File: src/rtl/vector_stream_loader.sv
// vector_stream_loader: accepts PARALLELISM-wide beats and writes one vector of
// LENGTH elements into the inactive bank of a ping-pong buffer via the cfg port.
// The bank select (ping) toggles only while no load is in progress.
//
// Handshake: a beat transfers on a rising clk edge where s_valid and s_ready are
// both high; s_ready depends only on state, never on s_valid.
module vector_stream_loader #(
  parameter int LENGTH      = 64,
  parameter int DATA_WIDTH  = 32,
  parameter int PARALLELISM = 4,
  parameter int ADDR_WIDTH  = $clog2(LENGTH)
) (
  input  logic                              clk,
  input  logic                              rst_n,
  input  logic                              start,
  input  logic                              swap,
  input  logic                              s_valid,
  output logic                              s_ready,
  input  logic [PARALLELISM*DATA_WIDTH-1:0] s_data,
  output logic                              cfg_en,
  output logic [PARALLELISM-1:0]            cfg_valid,
  output logic [PARALLELISM-1:0]            cfg_write,
  output logic [PARALLELISM-1:0]            cfg_rready,
  output logic [PARALLELISM*ADDR_WIDTH-1:0] cfg_addr,
  output logic [PARALLELISM*DATA_WIDTH-1:0] cfg_wdata,
  output logic                              ping,
  output logic                              busy,
  output logic                              done
);

  // Wide enough to hold base + PARALLELISM without wrapping.
  localparam int BASE_W = $clog2(LENGTH + PARALLELISM) + 1;

  typedef enum logic [1:0] {
    S_IDLE = 2'd0,
    S_LOAD = 2'd1,
    S_FULL = 2'd2
  } state_t;

  state_t                            r_state;
  state_t                            w_state_nxt;
  logic                              r_ping;
  logic                              w_ping_nxt;
  logic                              r_pend;
  logic                              w_pend_nxt;
  logic [BASE_W-1:0]                 r_base;
  logic [BASE_W-1:0]                 w_base_nxt;
  logic                              w_fire;
  logic                              w_last;
  logic [PARALLELISM-1:0]            w_mask;
  logic [PARALLELISM*ADDR_WIDTH-1:0] w_addr;
  logic [PARALLELISM-1:0]            r_cfg_valid;
  logic [PARALLELISM*ADDR_WIDTH-1:0] r_cfg_addr;
  logic [PARALLELISM*DATA_WIDTH-1:0] r_cfg_wdata;
  logic                              r_done;

  assign w_fire = s_valid && (r_state == S_LOAD);
  assign w_last = (r_base + BASE_W'(PARALLELISM)) >= BASE_W'(LENGTH);

  // Per-lane element address and in-range mask for the current base.
  for (genvar g = 0; g < PARALLELISM; g++) begin : g_lane
    logic [BASE_W-1:0] w_lane_sum;
    assign w_lane_sum                          = r_base + BASE_W'(g);
    assign w_mask[g]                           = w_lane_sum < BASE_W'(LENGTH);
    assign w_addr[g*ADDR_WIDTH +: ADDR_WIDTH]  = w_lane_sum[ADDR_WIDTH-1:0];
  end

  // State, bank select, pending swap and beat base registers.
  always_ff @(posedge clk or negedge rst_n) begin
    if (!rst_n) begin
      r_state <= S_IDLE;
      r_ping  <= 1'b0;
      r_pend  <= 1'b0;
      r_base  <= '0;
    end else begin
      r_state <= w_state_nxt;
      r_ping  <= w_ping_nxt;
      r_pend  <= w_pend_nxt;
      r_base  <= w_base_nxt;
    end
  end

  // Next-state logic: ping may only move in IDLE or when leaving FULL.
  always_comb begin
    w_state_nxt = r_state;
    w_ping_nxt  = r_ping;
    w_pend_nxt  = r_pend;
    w_base_nxt  = r_base;
    case (r_state)
      S_IDLE: begin
        if (swap) w_ping_nxt = ~r_ping;
        if (start) begin
          w_state_nxt = S_LOAD;
          w_base_nxt  = '0;
        end
      end
      S_LOAD: begin
        if (swap) w_pend_nxt = 1'b1;
        if (w_fire) begin
          w_base_nxt = r_base + BASE_W'(PARALLELISM);
          if (w_last) w_state_nxt = S_FULL;
        end
      end
      S_FULL: begin
        if (swap || r_pend) begin
          w_ping_nxt  = ~r_ping;
          w_pend_nxt  = 1'b0;
          w_state_nxt = S_IDLE;
        end
      end
      default: w_state_nxt = S_IDLE;
    endcase
  end

  // Registered cfg write port: one-cycle strobes, address/data held between writes.
  always_ff @(posedge clk or negedge rst_n) begin
    if (!rst_n) begin
      r_cfg_valid <= '0;
      r_cfg_addr  <= '0;
      r_cfg_wdata <= '0;
      r_done      <= 1'b0;
    end else begin
      r_cfg_valid <= w_fire ? w_mask : '0;
      r_done      <= w_fire && w_last;
      if (w_fire) begin
        r_cfg_addr  <= w_addr;
        r_cfg_wdata <= s_data;
      end
    end
  end

  assign s_ready    = (r_state == S_LOAD);
  assign busy       = (r_state != S_IDLE);
  // The final write is presented in the first FULL cycle, flagged by done.
  assign cfg_en     = (r_state == S_LOAD) || r_done;
  assign cfg_valid  = r_cfg_valid;
  assign cfg_write  = r_cfg_valid;
  assign cfg_rready = '0;
  assign cfg_addr   = r_cfg_addr;
  assign cfg_wdata  = r_cfg_wdata;
  assign ping       = r_ping;
  assign done       = r_done;

endmodule

File: config.mk
export PLATFORM = sky130hd
export DESIGN_NAME = vector_stream_loader
export DESIGN_NICKNAME = d
export VERILOG_FILES = /design/src/rtl/vector_stream_loader.sv
export SDC_FILE = /design/constraint.sdc
export NUM_CORES = 1
export LEC_CHECK = 0
export CORE_MARGIN = 2
export CORE_UTILIZATION = 43
export DETAILED_ROUTE_END_ITERATION = 8
export PLACE_DENSITY = 0.81
export SYNTH_ARGS = -nofsm -noshare
export SYNTH_HDL_FRONTEND = slang
export SYNTH_SLANG_ARGS = --single-unit
File: constraint.sdc
create_clock -name clk -period 2.13 [get_ports clk]
set_input_delay 0.213 -clock clk [delete_from_list [all_inputs] [get_ports clk]]
set_output_delay 0.213 -clock clk [all_outputs]
set_load 0.02 [all_outputs]
==> metrics, run 1 <==
CTS Sinks=152; Avg Cell Area, Syn=approximately 9 sq um; RSZ-0062 raised after global routing=false; skew final=0.008231 ns; Core Area=13720 sq um; final setup TNS=0 ns; area of the multi-input gates=1867 sq um; Worst Tran Pin Value=0.7455 ns; endpoints failing setup=0; fillers=1069; Worst Path Required=1.92 ns; FP Rows=43; CTS root buf=clkbuf_16; routability cong.=approximately 0.76; Post-synth ARST share=1.000; Slew HR=0.5030; ANT cells=0; Final Max Slew Viols=0; Yosys reg bits=152; first-pass GRT wire length=25760 microns; GRT Resource Usage Total=0.2259; Final Worst Setup Slack=0.2098 ns; Tmin final=1.920 ns; H-tree lvl count=4; Initial Utilization=0.4349; DP HPWL=11830 microns; PD cells=1475 nW/um^2; yosys warns=0; R2R cell count=5; Post-synth top flop=dfrtp_1; Placement Setup Slack=0.3580 ns; Worst Setup End Kind=output pin; Peak VDD IR=0.6952 mV; overall power=14160 uW; Layout Cell Area excl Fill=9599 sq um; clk slew on worst S/H paths=~0.060 ns; Hold Path Class=in -> reg; Worst Setup Start Kind=flop; Wirelength per Cell=~15 microns; deepest clock path buffer count=2; status=completed; DIE WIDTH=121.8 microns; Residual DRC=0; critical path peak fanout=8; clock buffer count from CTS=17; postcts setup bufs=0; Post-Route WL=16690 microns; number of port buffers=293; FF/Latch Area=about 3800 sq um; area grow syn2layout=60.87%; Hold Crit Depth=3; fin nets=1074; count of final hold-check violations=0; total congestion overflow=0; MaxCap Viol Count=0; ANT nets after route=0; CTS tree=yes; initial antenna violation count=0; chip height=between 100 and 150 microns; Mapped Area=around 6000 sq um; register area share after synthesis=0.6375; synth top area cells=dfrtp_1 64%, nand2_1 26%, buf_4 2.9%; unique cell type count in the Yosys netlist=33; Worst Path Class, Setup=reg -> out; Final Cycle Share=0.9015; share of cells above drive strength 1=0.04837; Total Die Area=14840 sq um; highest clock rate=0.5208 GHz; most instantiated library cell after synthesis=nand2_1; P_leak=about 0.0047 uW; initial DRC count=244; Ports=roughly 300; Synth top area share=0.6375; Syn Inst Count=666; Placed Area=approximately 9000 sq um; post-DR vias/cell=4.618; number of global-route vias before repair=5126; Commonest cells post-synth=412 x nand2_1, 152 x dfrtp_1, 23 x buf_4, 19 x clkbuf_1; drt pass-1 iters=4; Yosys top cell by area=dfrtp_1; largest net degree at the start of global routing=74; Post-synth EDFFs=0; clk_lat worst skew=0.42 ns; critical path arrival=1.71 ns; total number of vias=5223
-- report_power, final --
part | internal (uW) | switching (uW)
clock network | 1970 | 1110
registers | 4030 | 740
logic | 2890 | 3420
total | 8890 | 5280
-- cells in the final DEF, fill, tap and decap left out, types with 2 or more instances in the layout --
cell             count
a21oi_1              2
buf_12               5
buf_4                6
bufinv_16            4
clkbuf_1             2
clkbuf_16           17
clkdlybuf4s50_1    291
clkinv_2             5
conb_1               8
dfrtp_1            151
inv_1                3
nand2_1            412
nand4_1              2
nor2_1               8
nor3_1               3
o21ai_1              4
xor2_1               4
-- layer usage --
| layer | global-route usage | routed length (microns) | up-vias |
|---|---|---|---|
| met3 | 0.06601 | 1311 | 43 |
| met1 | 0.2683 | 6436 | 2439 |
| met5 | 0 | 0 | - |
| met2 | 0.3722 | 8315 | 204 |
| li1 | - | - | 2537 |
| met4 | 0.1185 | 621 | 0 |
-- kinds of logic (layout without fill, tap and decap cells) --
kind of cell	count (synthesis)	in the layout	synth area share
adder cells (fa/ha/maj)	1	1	0.002097
AO/OA/AOI/OAI	13	13	0.01531
other	1	8	0.0006285
AND/OR/NAND/NOR	434	434	0.2822
flip-flops	152	152	0.6375
buffers and inverters	60	338	0.05473
XOR/XNOR	4	4	0.005871
multiplexers	1	1	0.001678
-- worst max-delay path: stages, from the launching register on --
cell	delay, ns
dfrtp_2	0.42
inv_1	0.09
nor2_1	0.14
clkdlybuf4s50_1	0.64
-- what timing repair did --
action / 4_1_cts / 5_1_grt
endpoints found under the hold margin: 58 / 0
resized for setup: 0 / 2
hold buffers: 1 / 0
setup endpoints to repair: 0 / 1
-- final cells by class --
class / instances / area share
well taps: 180 / 0.02346
clock inverters: 10 / 0.01590
clock buffers: 20 / 0.04653
inverters: 3 / 0.001173
repair buffers: 305 / 0.3221
multi-input cells: 461 / 0.1945
flip-flops and latches: 152 / 0.3964
-- state kept, by name, indices dropped and copies added, names as in the netlist --
signal / flops
r_base: 6
cfg_addr: 10
done: 1
cfg_valid: 3
r_state: 2
cfg_wdata: 128
r_pend: 1
ping: 1
-- worst paths after layout --
check	start	to	slack (ns)
setup / recovery	r_state[0]$_DFFE_PN0P_	s_ready	0.21
hold / removal	s_data[92]	cfg_wdata[92]$_DFFE_PN0P_	0.32
setup reg to reg	r_base[2]$_DFFE_PN0P_	r_state[0]$_DFFE_PN0P_	0.36
hold reg to reg	cfg_wdata[28]$_DFFE_PN0P_	cfg_wdata[28]$_DFFE_PN0P_	0.47
max in group asynchronous	rst_n	cfg_wdata[39]$_DFFE_PN0P_	1.09
min in group asynchronous	rst_n	cfg_wdata[72]$_DFFE_PN0P_	0.38
-- stage by stage --
stage,cells,hold slack [ns],utilization
floorplan,673,-0.08259,-
global placement,1100,0.2519,0.6550
detailed placement,1100,0.2463,0.6550
CTS,1131,0.2982,0.6994
global route,1131,0.3132,0.6997
finish,1131,0.3158,0.6997
No activity file was read; power rests on OpenSTA's default activity.
==> run 2: changes to the inputs <==
--- a/config.mk
+++ b/config.mk
@@ -6,9 +6,10 @@
 export NUM_CORES = 1
 export LEC_CHECK = 0
 export CORE_MARGIN = 2
-export CORE_UTILIZATION = 43
+export CORE_UTILIZATION = 40
+export CTS_BUF_LIST = sky130_fd_sc_hd__clkbuf_16
 export DETAILED_ROUTE_END_ITERATION = 8
-export PLACE_DENSITY = 0.81
+export PLACE_DENSITY = 0.76
 export SYNTH_ARGS = -nofsm -noshare
 export SYNTH_HDL_FRONTEND = slang
 export SYNTH_SLANG_ARGS = --single-unit
==> constraint.sdc (replaced) <==
create_clock -name clk -period 2 [get_ports clk]
set_input_delay 0.2 -clock clk [delete_from_list [all_inputs] [get_ports clk]]
set_output_delay 0.2 -clock clk [all_outputs]
set_load 0.02 [all_outputs]
==> metrics, run 2 (synthesis results as in run 1) <==
clk slew on worst S/H paths=0.06 ns; Logic pwr share=0.461; slowest CP cell=clkdlybuf4s50_1; highest clock rate=0.5358 GHz; DIE WIDTH=126.1 microns; power share of the clock group=0.198; Worst Setup Start Kind=flop; register share of total power=0.342; critical path arrival=between 1.5 and 2 ns; RSZ-0062 raised after global routing=false; H-tree lvl count=4; total congestion overflow=0; Placement Setup Slack=~0.32 ns; Ports=302; number of global-route vias before repair=5247; highest metal used=met4; Final Worst Setup Slack=roughly 0.13 ns; DP HPWL=11920 microns; Core Area=14530 sq um; routability cong.=0.7914; CTS tree=yes; Net Sw Frac=0.3826; GRT Resource Usage Total=0.2106; P_sw=5630 uW; chip height=126.1 microns; Cell Int Power=roughly 9000 uW; skew final=0.005086 ns; commonest non-fill, non-tap cells in the layout=412 x nand2_1, 291 x clkdlybuf4s50_1, 152 x dfrtp_1, 17 x clkbuf_16, 10 x buf_4; commonest non-fill, non-tap cell in the layout=nand2_1; P_leak=0.004702 uW; clk_lat worst skew=0.42 ns; critical path's top delay family=buffers and inverters; PD cells=1538 nW/um^2; clock buffer count from CTS=17; FF/Latch Area=3804 sq um; routed wl met3=around 1100 microns; Layout Cell Area excl Fill=9569 sq um; Residual DRC=0; Worst Path Required=1.80 ns; postcts setup bufs=0; ANT cells=0; max reg flops=128; count of final hold-check violations=0; total number of vias=5207; Initial Utilization=0.4106; share of cells above drive strength 1=0.05329; CTS Sinks=152; fillers=1189; Worst path max stage delay=0.61 ns; Wirelength per Cell=around 14 microns; Post-Route M1 WL=7055 microns; Post-Route WL=16510 microns; initial DRC count=293; area grow syn2layout=60.37%; drt pass-1 iters=4; Hold Path Class=in -> async; area of the multi-input gates=~1900 sq um; deepest clock path buffer count=2; CP cell instances=inv_1 > nand2_1 > clkdlybuf4s50_1; first-pass GRT wire length=26510 microns; WP buf/inv=2; initial antenna violation count=0; ANT nets after route=0; post-DR vias/cell=4.564; CTS root buf=clkbuf_16; fin nets=1078; Placed Area=~9000 sq um; Finished Layout Cells=between 1000 and 1500; Total Die Area=~16000 sq um; final setup TNS=0 ns; Inst Count DP=about 1100; number of port buffers=between 200 and 300; critical path peak fanout=6; Final Max Slew Viols=0; Worst Setup End Kind=output pin; Final Cycle Share=0.9331; FP Rows=44; endpoints failing setup=0; MaxCap Viol Count=0; largest net degree at the start of global routing=55; status=completed; metal2 WL=7820 microns; Tmin final=1.866 ns; Peak VDD IR=0.7723 mV; Worst Path Class, Setup=reg -> out
## run 2: cell types whose count changed in the layout (fill, tap and decap cells not counted)
| cell | delta |
|---|---|
| clkinv_4 | +1 |
| clkbuf_8 | -1 |
| clkinv_1 | +2 |
| inv_6 | +1 |
| clkinvlp_4 | +1 |
| clkbuf_1 | -2 |
| clkinv_2 | +3 |
| bufinv_16 | -3 |
| buf_4 | +4 |
| dfrtp_2 | -1 |
| dfrtp_1 | +1 |
## run 2: layer usage
metal  global-route usage  vias to the layer above
met2               0.3406                      198
met1               0.2651                     2419
met5                    0                        -
met3              0.05523                       41
met4              0.09955                        0
li1                     -                     2549
## run 2: power groups by stage
stage | clock [uW] | sequential (uW) | combinational [uW]
4_1_cts | 2980 | 5030 | 6870
2_1_floorplan | 0 | 6420 | 2020
5_1_grt | 3120 | 5190 | 7290
3_5_place_dp | 0 | 5050 | 6850
6_report | 2910 | 5030 | 6780
3_3_place_gp | 0 | 5030 | 6750
## run 2: worst paths after layout
path	from	endpoint	slack (ns)	cells after the start
setup / recovery	r_state[1]$_DFFE_PN0P_	busy	0.13	3
hold / removal	rst_n	cfg_wdata[32]$_DFFE_PN0P_	0.28	2
setup reg to reg	r_base[3]$_DFFE_PN0P_	r_state[0]$_DFFE_PN0P_	0.37	5
hold reg to reg	ping$_DFFE_PN0P_	ping$_DFFE_PN0P_	0.47	1
max in group asynchronous	rst_n	cfg_wdata[5]$_DFFE_PN0P_	1.10	3
min in group clk	s_data[67]	cfg_wdata[67]$_DFFE_PN0P_	0.30	3
## run 2: final cells by class
class                           count  area share
Clock inverter                     15     0.01151
Timing Repair Buffer              309      0.3262
Sequential cell                   152      0.3975
Inverter                            3    0.001177
Multi-Input combinational cell    461      0.1951
Tap cell                          184     0.02406
Clock buffer                       17     0.04446
## run 2: what timing repair did
item | CTS | global route
gates resized for setup | 0 | 1
hold buffers | 1 | 0
hold endpoints to repair | 42 | 0
setup endpoints to repair | 0 | 1
## run 2: through the flow
step                      utilization  hold WS, ns  power, uW
after floorplan                     -     -0.09559       8439
after global routing           0.6584       0.3021      15600
after CTS                      0.6582       0.2797      14890
final                          0.6584       0.2815      14720
after global placement         0.6207       0.1673      11780
after detailed placement       0.6207       0.1677      11900
==> patch (config.mk and constraints of run 1) <==
The parameter `DATA_WIDTH` goes from 32 to 16.
--- a/src/rtl/vector_stream_loader.sv
+++ b/src/rtl/vector_stream_loader.sv
@@ -8,3 +8,3 @@
   parameter int LENGTH      = 64,
-  parameter int DATA_WIDTH  = 32,
+  parameter int DATA_WIDTH  = 16,
   parameter int PARALLELISM = 4,
Interface: changed (resized cfg_wdata and s_data); port bits go from 302 to 174. No check against the original RTL was run, so the function may have changed too.
==> patch against run 1 <==
Design area is 44% lower; total power is 46% lower; setup slack worse by 0.090 ns; synthesized area is 40% lower; utilization is 3.7 points lower; worst hold slack better by 0.074 ns; routed wire length is 49% lower; final cell count is 42% lower; sequential cell count is 64 lower; critical path depth is 1 higher; via count is 41% lower; critical endpoint is now cfg_en; largest cell class unchanged.
==> patch: results (changes against run 1) <==
Logic synthesis
  – Sequential share of the synthesized area: 61.3% (-2.4 points)
  – Synth Area in Compound Gates: 3.00% (+1.5 points)
  – Post-synthesis adder-cell area fraction: 0.349% (+0.14 points)
  – Post-synthesis mux area share: 0% (-0.17 points)
  – Cell variety after synth: 31 (-6.1%)
  – Synth Area in XOR/XNOR: 0.488% (-0.099 points)
  – Post-synth top cells: 219 x nand2_1, 88 x dfrtp_1, 24 x buf_4, 15 x buf_2, 7 x nand3_1
  – Async SR Flop Fraction: 100% (unchanged)
  – YS warnings: 0 (unchanged)
  – Synth top area cells: dfrtp_1 61%, nand2_1 23%, buf_4 5.0%

Clock tree
  – TritonCTS buffer count: 9 (-8)
  – H-Tree Depth: 3 (-1)
  – CTS Root Cell: clkbuf_8
  – Clock Latency Late Sink: 0.34 ns (-0.08 ns)
  – Clock transition at path regs: 0.09 ns (+0.03 ns)

Route
  – Initial drt markers: 101 (-59%)
  – Total number of vias: 3,059 (-41%)
  – Met3 wire len: 683 um (-48%)
  – DRT met1 WL: 3280 um (-49%)
  – Drt wl/cell: 12.9 um (-12%)
  – WL met2: 4310 um (-48%)

Setup path
  – Slowest stage delay, CP: 0.53 ns (-0.11 ns)
  – Crit path to: cfg_en
  – Reg2reg setup slack: 0.64 ns (+0.28 ns)
  – Reg2Reg Depth: 4 (-1)
  – Worst-path fanout max: 7 (-1)
  – Arr. time, crit path: 1.80 ns (+0.09 ns)

Status
  – Status: finished, final reports clean

Final layout
  – Max reg flops: 64 (-50%)
  – Total Nets Final: 611 (-43%)
  – Layout cells sized above 1: 4.40% (-0.44 points)
  – FILL cells: 657 (-39%)

Power and ir drop
  – Total power: 7.59 mW (-46%)
  – Leakage: 2.63 nW (-44%)
  – Seq power: 2.74 mW (-43%)
  – Max IR drop VDD: 646 uV (-7.0%)
  – NetSw: 3.00 mW (-43%)

Place
  – HPWL after DPL: 6190 um (-48%)
  – IO Port Bufs: 165 (-44%)
  – RePlAce Congestion: 0.831 (+9.5%)

Timing
  – FMAX: 0.497 GHz (-4.5%)
  – Worst Clk Skew: 0.00898 ns (+0.000748 ns)
  – Slew @ Worst Pin: 0.566 ns (-0.180 ns)

Global routing
  – Met3 GRT Util: 5.77% (-0.83 points)
  – Vias in the first global route: 2,854 (-44%)
  – M1 GR Usage: 22.5% (-4.3 points)
  – Largest net degree at the start of global routing: 46 (-38%)
  – GR Util All Layers: 18.7% (-3.9 points)
  – GR met2 Demand/Resource: 31.6% (-5.6 points)
  – First-pass GRT wire length: 13,200 um (-49%)

Worst hold path
  – Hold Path End: cfg_wdata[44]
  – Worst hold stages: 3 (unchanged)
  – Hold Path Origin: s_data[44]
==> patch: area by class of cell <==
cell class	instances	area share [%]
clock inverters	4	0.997
flip-flops and latches	88	40.8
clock buffers	12	2.69
inverters	2	0.139
multi-input cells	268	21.1
repair buffers	172	31.8
well taps	105	2.44
==> patch: timing repair <==
| action | in CTS | in global routing |
|---|---|---|
| endpoints found under the setup margin | 0 | 0 |
| endpoints found under the hold margin | 44 | 0 |
| hold buffers | 1 | 0 |
==> patch: metrics by stage <==
| stage | instances | cell area (um2) | setup slack (ns) | hold WS, ns | util [%] |
|---|---|---|---|---|---|
| 2_1_floorplan | 401 | 3620 | 0.813 | -0.0826 | - |
| 3_3_place_gp | 634 | 5180 | 0.516 | 0.253 | 63.7 |
| 3_5_place_dp | 634 | 5180 | 0.450 | 0.250 | 63.7 |
| 4_1_cts | 651 | 5390 | 0.104 | 0.379 | 66.3 |
| 5_1_grt | 651 | 5390 | 0.00298 | 0.382 | 66.3 |
| 6_report | 651 | 5390 | 0.120 | 0.390 | 66.3 |
